**src/rtl/demux_pkg.sv**
```systemverilog
// Shared constants and helpers for the 1-to-N buffered demultiplexer.
package demux_pkg;

  localparam int DROP_W = 16;

  // Smallest b such that (1 << b) >= value; gives the select width.
  function automatic int clog2(input int value);
    int result = 0;
    for (int i = 0; i < 31; i++) begin
      if ((1 << i) < value) result = i + 1;
    end
    return result;
  endfunction

endpackage

```
**src/rtl/demux_slot.sv**
```systemverilog
// One-entry holding register for a single output channel.
module demux_slot #(
  parameter int WIDTH = 8
) (
  input  logic             i_clk,
  input  logic             i_rst_n,
  input  logic             i_load,
  input  logic             i_consume,
  input  logic [WIDTH-1:0] i_data,
  output logic [WIDTH-1:0] o_data,
  output logic             o_valid
);

  logic [WIDTH-1:0] r_data;
  logic             r_valid;

  // A load wins over a same-edge consume so a full slot can be refilled
  // back-to-back; a consume alone leaves the stale data in place.
  always_ff @(posedge i_clk or negedge i_rst_n) begin
    if (!i_rst_n) begin
      r_data  <= '0;
      r_valid <= 1'b0;
    end else if (i_load) begin
      r_data  <= i_data;
      r_valid <= 1'b1;
    end else if (i_consume) begin
      r_valid <= 1'b0;
    end
  end

  assign o_data  = r_data;
  assign o_valid = r_valid;

endmodule

```
**src/rtl/demux_1ton_buffered.sv**
```systemverilog
// Routes one valid/ready stream into one of NUM_OUTPUTS holding slots;
// transfers to an out-of-range select are discarded and counted.
module demux_1ton_buffered
  import demux_pkg::*;
#(
  parameter  int WIDTH       = 8,
  parameter  int NUM_OUTPUTS = 8,
  localparam int SEL_W       = clog2(NUM_OUTPUTS)
) (
  input  logic                         Clock,
  input  logic                         Resetn,
  input  logic [WIDTH-1:0]             In_Data,
  input  logic [SEL_W-1:0]             In_Select,
  input  logic                         In_Valid,
  output logic                         In_Ready,
  output logic [NUM_OUTPUTS*WIDTH-1:0] ConcatenatedOutputs,
  output logic [NUM_OUTPUTS-1:0]       Out_Valid,
  input  logic [NUM_OUTPUTS-1:0]       Out_Ready,
  output logic                         Err,
  output logic [DROP_W-1:0]            DropCount
);

  logic [NUM_OUTPUTS-1:0] w_hit;
  logic [NUM_OUTPUTS-1:0] w_load;
  logic [NUM_OUTPUTS-1:0] w_consume;
  logic                   w_in_range;
  logic                   w_accept;
  logic                   w_drop;
  logic                   r_err;
  logic [DROP_W-1:0]      r_drop_count;

  always_comb begin
    w_hit = '0;
    for (int k = 0; k < NUM_OUTPUTS; k++) begin
      w_hit[k] = (In_Select == SEL_W'(k));
    end
  end

  // Handshake: a word moves on a rising edge where valid and ready are both
  // high (input side: In_Valid/In_Ready, channel k: Out_Valid[k]/Out_Ready[k]).
  // In_Ready depends only on the selected slot and its consumer, never on
  // In_Valid; an out-of-range select is always ready so it can be dropped.
  assign w_in_range = |w_hit;
  assign In_Ready   = !w_in_range || (|(w_hit & (~Out_Valid | Out_Ready)));
  assign w_accept   = In_Valid && In_Ready;
  assign w_load     = {NUM_OUTPUTS{w_accept}} & w_hit;
  assign w_consume  = Out_Valid & Out_Ready;
  assign w_drop     = w_accept && !w_in_range;

  for (genvar g = 0; g < NUM_OUTPUTS; g++) begin : g_slot
    demux_slot #(
      .WIDTH(WIDTH)
    ) u_slot (
      .i_clk    (Clock),
      .i_rst_n  (Resetn),
      .i_load   (w_load[g]),
      .i_consume(w_consume[g]),
      .i_data   (In_Data),
      .o_data   (ConcatenatedOutputs[g*WIDTH +: WIDTH]),
      .o_valid  (Out_Valid[g])
    );
  end

  always_ff @(posedge Clock or negedge Resetn) begin
    if (!Resetn) begin
      r_err        <= 1'b0;
      r_drop_count <= '0;
    end else begin
      r_err <= w_drop;
      if (w_drop && (r_drop_count != '1)) begin
        r_drop_count <= r_drop_count + 1'b1;
      end
    end
  end

  assign Err       = r_err;
  assign DropCount = r_drop_count;

endmodule

```
**config.mk**
```make
export PLATFORM = sky130hd
export DESIGN_NAME = demux_1ton_buffered
export DESIGN_NICKNAME = d
export VERILOG_FILES = /design/src/rtl/demux_pkg.sv /design/src/rtl/demux_slot.sv /design/src/rtl/demux_1ton_buffered.sv
export SDC_FILE = /design/constraint.sdc
export NUM_CORES = 1
export LEC_CHECK = 0
export CORE_MARGIN = 5
export CORE_UTILIZATION = 45
export CTS_CLUSTER_DIAMETER = 200
export DETAILED_ROUTE_END_ITERATION = 8
export HOLD_SLACK_MARGIN = 0.08
export PLACE_DENSITY = 0.77
export SETUP_SLACK_MARGIN = 0.15
export SYNTH_ARGS = -nofsm -noshare
export SYNTH_HDL_FRONTEND = slang
export SYNTH_SLANG_ARGS = --single-unit
```
**constraint.sdc**
```tcl
create_clock -name Clock -period 2.9 [get_ports Clock]
set_input_delay 0.29 -clock Clock [delete_from_list [all_inputs] [get_ports Clock]]
set_output_delay 0.29 -clock Clock [all_outputs]
set_load 0.05 [all_outputs]
```
==> results of run 1 <==
## flip-flops by register name (all words and copies together) (netlist names)
register,count
g_slot.u_slot.o_valid,8
Err,1
DropCount,16
g_slot.u_slot.o_data,64
## repair_timing
| item | CTS | global route |
|---|---|---|
| setup endpoints to repair | 0 | 0 |
| hold buffers | 1 | 0 |
| buffers inserted | 0 | 0 |
| hold endpoints to repair | 17 | 0 |
## path summary, 6_finish.rpt
kind / start / end / slack, ns
worst max-delay path: In_Select[1] / In_Ready / 0.62
worst min-delay path: Resetn / DropCount[13]$_DFFE_PN0P_ / 0.34
worst max register to register: g_slot[3].u_slot.o_valid$_DFFE_PN0P_ / g_slot[3].u_slot.o_data[0]$_DFFE_PN0P_ / 1.09
worst min register to register: DropCount[6]$_DFFE_PN0P_ / DropCount[6]$_DFFE_PN0P_ / 0.38
max in group asynchronous: Resetn / g_slot[2].u_slot.o_data[1]$_DFFE_PN0P_ / 1.92
min in group Clock: DropCount[6]$_DFFE_PN0P_ / DropCount[6]$_DFFE_PN0P_ / 0.38
## layout by cell type, fill, tap and decap left out, drive strengths merged, types with 2 or more instances in the layout
cell,n
nor2b,2
o21ai,21
nor2,11
mux2,48
buf,6
clkinv,2
dfrtp,89
o41ai,8
nand2b,4
clkbuf,10
and3b,3
or2,2
nand2,15
clkdlybuf4s50,109
inv,14
nor3b,2
## worst max-delay path: cells and delay by family
| family | cells | cell delay, ns |
|---|---|---|
| compound gates | 1 | 0.26 |
| buf+inv | 2 | 0.90 |
| simple gates | 3 | 0.55 |
## through the flow
stage | cells | setup slack, ns
floorplan | 268 | 1.029
global placement | 451 | 0.4952
detailed placement | 451 | 0.4101
CTS | 467 | 0.6375
global route | 467 | 0.5182
finish | 467 | 0.6182
## power breakdown
group          leakage, nW  internal (mW)  switching [mW]  total, mW
combinational        0.969          0.547           0.990       1.54
sequential            1.14           1.44           0.110       1.55
clock               0.0989          0.423           0.433      0.857
## area by class of cell
type	count	share of cell area [%]
tap	102	2.593
timing repair buffer	116	23.54
inverter	13	0.9916
clock inverter	5	1.297
multi-input combinational	132	23.52
sequential	89	45.26
clock buffer	10	2.797
## kinds of logic after synthesis
family	count (synthesis)	synth area share, %
compound gates	35	6.892
buf+inv	47	6.789
flops	89	61.34
mux	48	16.54
other cells	1	0.1033
simple gates	48	8.339
## per-layer routing
metal | track usage, % | wire length, um | vias to the layer above
li1 | - | - | 1083
met1 | 21.36 | 3511 | 1108
met2 | 26.58 | 3934 | 63
met3 | 4.587 | 502 | 11
met4 | 8.088 | 156 | 0
met5 | 0 | 0 | -
==> results.py, run 1 <==
metrics = {
    "status": {
        "outcome": "finished, final reports clean",
    },
    "job": {
        "drv_cap": 0,
    },
    "pwr": {
        "peakVddDrop_mv": 0.5408,
        "power_mw": 3.947,
        "power_density_nw_per_um2": 802.2,
        "p_leak_nw": 2.207,
    },
    "synthesis": {
        "ys.warnings.count": 0,
        "synth_area_leaders": "dfrtp_1 (61%), mux2_2 (9.9%), mux2_4 (6.6%)",
        "synth_edf_count": 0,
        "synth.avg_cell_area_um2": 13.55,
        "ys_types": 37,
        "synth_seq_cells": 89,
        "synth_flop_cell": "dfrtp_1",
        "yosysMostFrequentCell": "dfrtp_1",
        "postSynth.asyncResetShare_pct": 100.0,
        "synth_common_cells": "dfrtp_1 (89), mux2_2 (32), o21ai_0 (21)",
        "netlist_area_um2": 3631,
        "yosys.area.top_type": "dfrtp_1",
        "synth.yosys.seq_area_share_pct": 61.34,
        "synth_top_area_share_pct": 61.34,
        "netlist_instances": 268,
        "syn_nets": 290,
    },
    "clocking": {
        "root_buffer": "clkbuf_8",
        "clk_latency_ns": 0.35,
        "clockBufferDepth": 2,
        "cts_tree": "built",
        "clkSinkCount": 89,
        "cts_buffers": 9,
        "clk_pin_slew_worst_paths_ns": 0.09,
        "ctsResizeCount": 0,
        "cts_htree_levels": 3,
    },
    "routing": {
        "firstDrtPassIters": 4,
        "antenna_left": 0,
        "drc": 0,
        "routed_wl_um": 8104,
        "vias": 2265,
        "wl_per_cell_um": 17.35,
        "drt-vias-per-instance": 4.850,
        "drt-initial-drc-count": 54,
    },
    "sta": {
        "drv_slew": 0,
        "slew_headroom_pct": 61.58,
        "worst_slew_pin_slew_ns": 0.5748,
        "holdWs_ns": 0.3405,
        "skew_ns": 0.009838,
        "post-route-period-util_pct": 78.68,
        "rsz0062_at_grt": "no",
        "tns_ns": 0,
        "max_freq_mhz": 438.2,
        "setup_viol": 0,
        "finalCriticalPeriod_ns": 2.282,
        "hold_viol_final": 0,
    },
    "layout": {
        "final_util_pct": 63.03,
        "final_layout_size_suffix_gt1_share_pct": 22.47,
        "final_area_um2": 4921,
        "antennaDiodeCount": 0,
        "multiInputGateArea_um2": 1157,
        "fillCellCount": 639,
        "seq_area_um2": 2227,
        "fin_nets": 383,
        "area_delta_synth_final_pct": 35.53,
    },
    "floorplanning": {
        "num_io_pins": 112,
        "fp.dieW_um": 99.83,
        "start_util_pct": 46.51,
        "die_area_um2": 9965,
        "rows": 32,
        "core_area_um2": 7807,
        "die_h_um": 99.83,
    },
    "global_route": {
        "grt_usage_pct": 16.78,
        "grt_first_pass_wirelength_um": 12890,
        "grt-ovfl-total": 0,
        "first_global_vias": 2460,
        "antenna_found_initial": 0,
        "grt_max_degree": 73,
    },
    "place": {
        "place_area_um2": 4710,
        "port-buffer-count": 111,
        "post-dp-hpwl_um": 5995,
        "gp_congestion": 0.8267,
    },
    "worst_setup_path": {
        "cp_data_arrival_time_ns": 1.99,
        "required_ns": 2.61,
        "max_stage_delay_ns": 0.71,
        "crit_chain": "clkdlybuf4s50_1, and3b_1, a32o_1, nor3_2, nand2_1, buf_4",
        "crit_fanout": 11,
        "startpoint_type": "input pin",
        "endpoint_kind": "output port",
        "reg2reg_depth": 4,
        "slowest_stage": "clkdlybuf4s50_1",
        "path_class": "input pin to output port",
    },
    "min_path": {
        "min_path_type": "input pin to async pin",
    },
}
Power figures use the tool's default switching activity.
==> run 2, diff against run 1 <==
- clock period: 2.9 -> 2.3 ns (I/O delays scaled with it)
==> run 2 against run 1 <==
Sequential cell count unchanged; combinational power up 26%; via count up 2.8%; critical path type unchanged; largest cell class unchanged; highest routed layer unchanged.
==> results.py, run 2 (same netlist as run 1, synthesis figures left out) <==
metrics = {
    "clocking": {
        "root_buffer": "clkbuf_8",
        "clk_latency_ns": 0.34,
        "clkSinkCount": 89,
        "clockBufferDepth": 2,
        "cts_buffers": 9,
        "ctsResizeCount": 0,
        "cts_tree": "built",
        "cts_htree_levels": 3,
        "clk_pin_slew_worst_paths_ns": 0.09,
    },
    "routing": {
        "wl_met3_um": 530,
        "wl_met2_um": 3971,
        "drt-initial-drc-count": 85,
        "drt-vias-per-instance": 4.914,
        "wl_per_cell_um": 17.20,
        "routed.top_layer": "met4",
        "vias": 2329,
        "met1_length_um": 3564,
        "antenna_left": 0,
        "firstDrtPassIters": 4,
        "routed_wl_um": 8153,
        "drc": 0,
    },
    "pwr": {
        "switching_share_pct": 40.07,
        "p_comb_share_pct": 39.9,
        "p_leak_nw": 2.218,
        "power_density_nw_per_um2": 983.6,
        "clockPowerShare_pct": 19.8,
        "p_seq_share_pct": 40.3,
        "power.internal_mw": 2.917,
        "power.switching_mw": 1.951,
        "peakVddDrop_mv": 0.6295,
    },
    "sta": {
        "post-route-period-util_pct": 86.31,
        "worst_slack_ns": 0.3148,
        "holdWs_ns": 0.3795,
        "hold_viol_final": 0,
        "slew_headroom_pct": 59.22,
        "drv_slew": 0,
        "finalCriticalPeriod_ns": 1.985,
        "max_freq_mhz": 503.7,
        "tns_ns": 0,
        "rsz0062_at_grt": "no",
        "skew_ns": 0.009357,
        "setup_viol": 0,
        "worst_slew_pin_slew_ns": 0.6101,
    },
    "floorplanning": {
        "start_util_pct": 46.51,
        "fp.dieW_um": 99.83,
        "die_h_um": 99.83,
        "rows": 32,
        "num_io_pins": 112,
        "core_area_um2": 7807,
        "die_area_um2": 9965,
    },
    "global_route": {
        "grt_max_degree": 49,
        "antenna_found_initial": 0,
        "first_global_vias": 2486,
        "grt_usage_pct": 17.12,
        "grt_first_pass_wirelength_um": 13320,
        "grt-ovfl-total": 0,
    },
    "job": {
        "drv_cap": 0,
    },
    "worst_setup_path": {
        "path_buf_inv": 3,
        "required_ns": 2.07,
        "slowest_stage": "clkdlybuf4s50_1",
        "startpoint_type": "input pin",
        "crit_chain": "clkdlybuf4s50_1, buf_4, nor4_4, nor3_2, nand2_1, buf_4",
        "crit_fanout": 22,
        "path_class": "input pin to output port",
        "max_stage_delay_ns": 0.49,
        "critPathTopFamily": "buffers and inverters",
        "crit_top_cell": "buf_4",
        "endpoint_kind": "output port",
        "cp_data_arrival_time_ns": 1.76,
    },
    "layout": {
        "fin_nets": 389,
        "final_layout_size_suffix_gt1_share_pct": 23.39,
        "largest_reg_flops": 64,
        "layout_common_cells": "clkdlybuf4s50_1 (109), dfrtp_1 (89), mux2_2 (32)",
        "area_delta_synth_final_pct": 36.29,
        "antennaDiodeCount": 0,
        "final_common_cell": "clkdlybuf4s50_1",
    },
    "place": {
        "port-buffer-count": 111,
        "gp_congestion": 0.7899,
        "dp_slack_ns": 0.05191,
        "post-dp-hpwl_um": 6003,
    },
    "min_path": {
        "min_path_type": "flop to flop",
    },
    "status": {
        "outcome": "finished, final reports clean",
    },
}
[run 2: cell types whose count changed in the layout (fill, tap and decap cells not counted), sizes merged]
| cell | delta |
|---|---|
| inv | +1 |
| clkbuf | +1 |
| clkinvlp | +2 |
| buf | +6 |
| clkinv | -2 |
| bufinv | -1 |
[run 2: per-layer routing]
layer  track usage (%)  vias up
li1                  -     1089
met1             22.77     1160
met2             27.14       75
met3             4.656        5
met4             5.987        0
met5                 0        -
[run 2: final timing paths]
kind | from | to | slack, ns | depth (start not counted)
worst max-delay path | In_Select[0] | In_Ready | 0.31 | 6
worst min-delay path | DropCount[6]$_DFFE_PN0P_ | DropCount[6]$_DFFE_PN0P_ | 0.38 | 0
worst max register to register | g_slot[3].u_slot.o_valid$_DFFE_PN0P_ | g_slot[5].u_slot.o_data[7]$_DFFE_PN0P_ | 0.57 | 4
worst min register to register | DropCount[6]$_DFFE_PN0P_ | DropCount[6]$_DFFE_PN0P_ | 0.38 | 0
max in group asynchronous | Resetn | g_slot[4].u_slot.o_data[4]$_DFFE_PN0P_ | 1.26 | 3
min in group asynchronous | Resetn | DropCount[13]$_DFFE_PN0P_ | 0.40 | 2
[run 2: area by class of cell]
cell class,instances,area [um2]
multi-input combinational,132,1157
clock inverter,5,40.04
timing repair buffer,122,1216
inverter,13,48.80
fill,611,2859
tap,102,127.6
sequential,89,2227
clock buffer,11,131.4
[run 2: repair_timing]
action,4_1_cts,5_1_grt
hold buffers,1,0
buffers inserted,0,0
endpoints found under the hold margin,41,0
endpoints found under the setup margin,0,0
[run 2: power groups by stage]
| stage | registers [mW] | clock network, mW | logic (mW) |
|---|---|---|---|
| 3_5_place_dp | 1.99 | 0 | 1.96 |
| 2_1_floorplan | 2.87 | 0 | 0.363 |
| 6_report | 1.96 | 0.964 | 1.94 |
| 3_3_place_gp | 1.98 | 0 | 1.94 |
| 4_1_cts | 1.97 | 0.994 | 1.96 |
| 5_1_grt | 2.00 | 1.05 | 2.02 |
[run 2: through the flow]
| step | utilization, % | total power [mW] | cell area, um2 | cells |
|---|---|---|---|---|
| after floorplan | - | 3.236 | 3631 | 268 |
| after global placement | 61.06 | 3.918 | 4767 | 457 |
| after detailed placement | 61.06 | 3.951 | 4767 | 457 |
| after CTS | 63.38 | 4.924 | 4949 | 474 |
| after global routing | 63.38 | 5.080 | 4949 | 474 |
| final | 63.38 | 4.867 | 4949 | 474 |
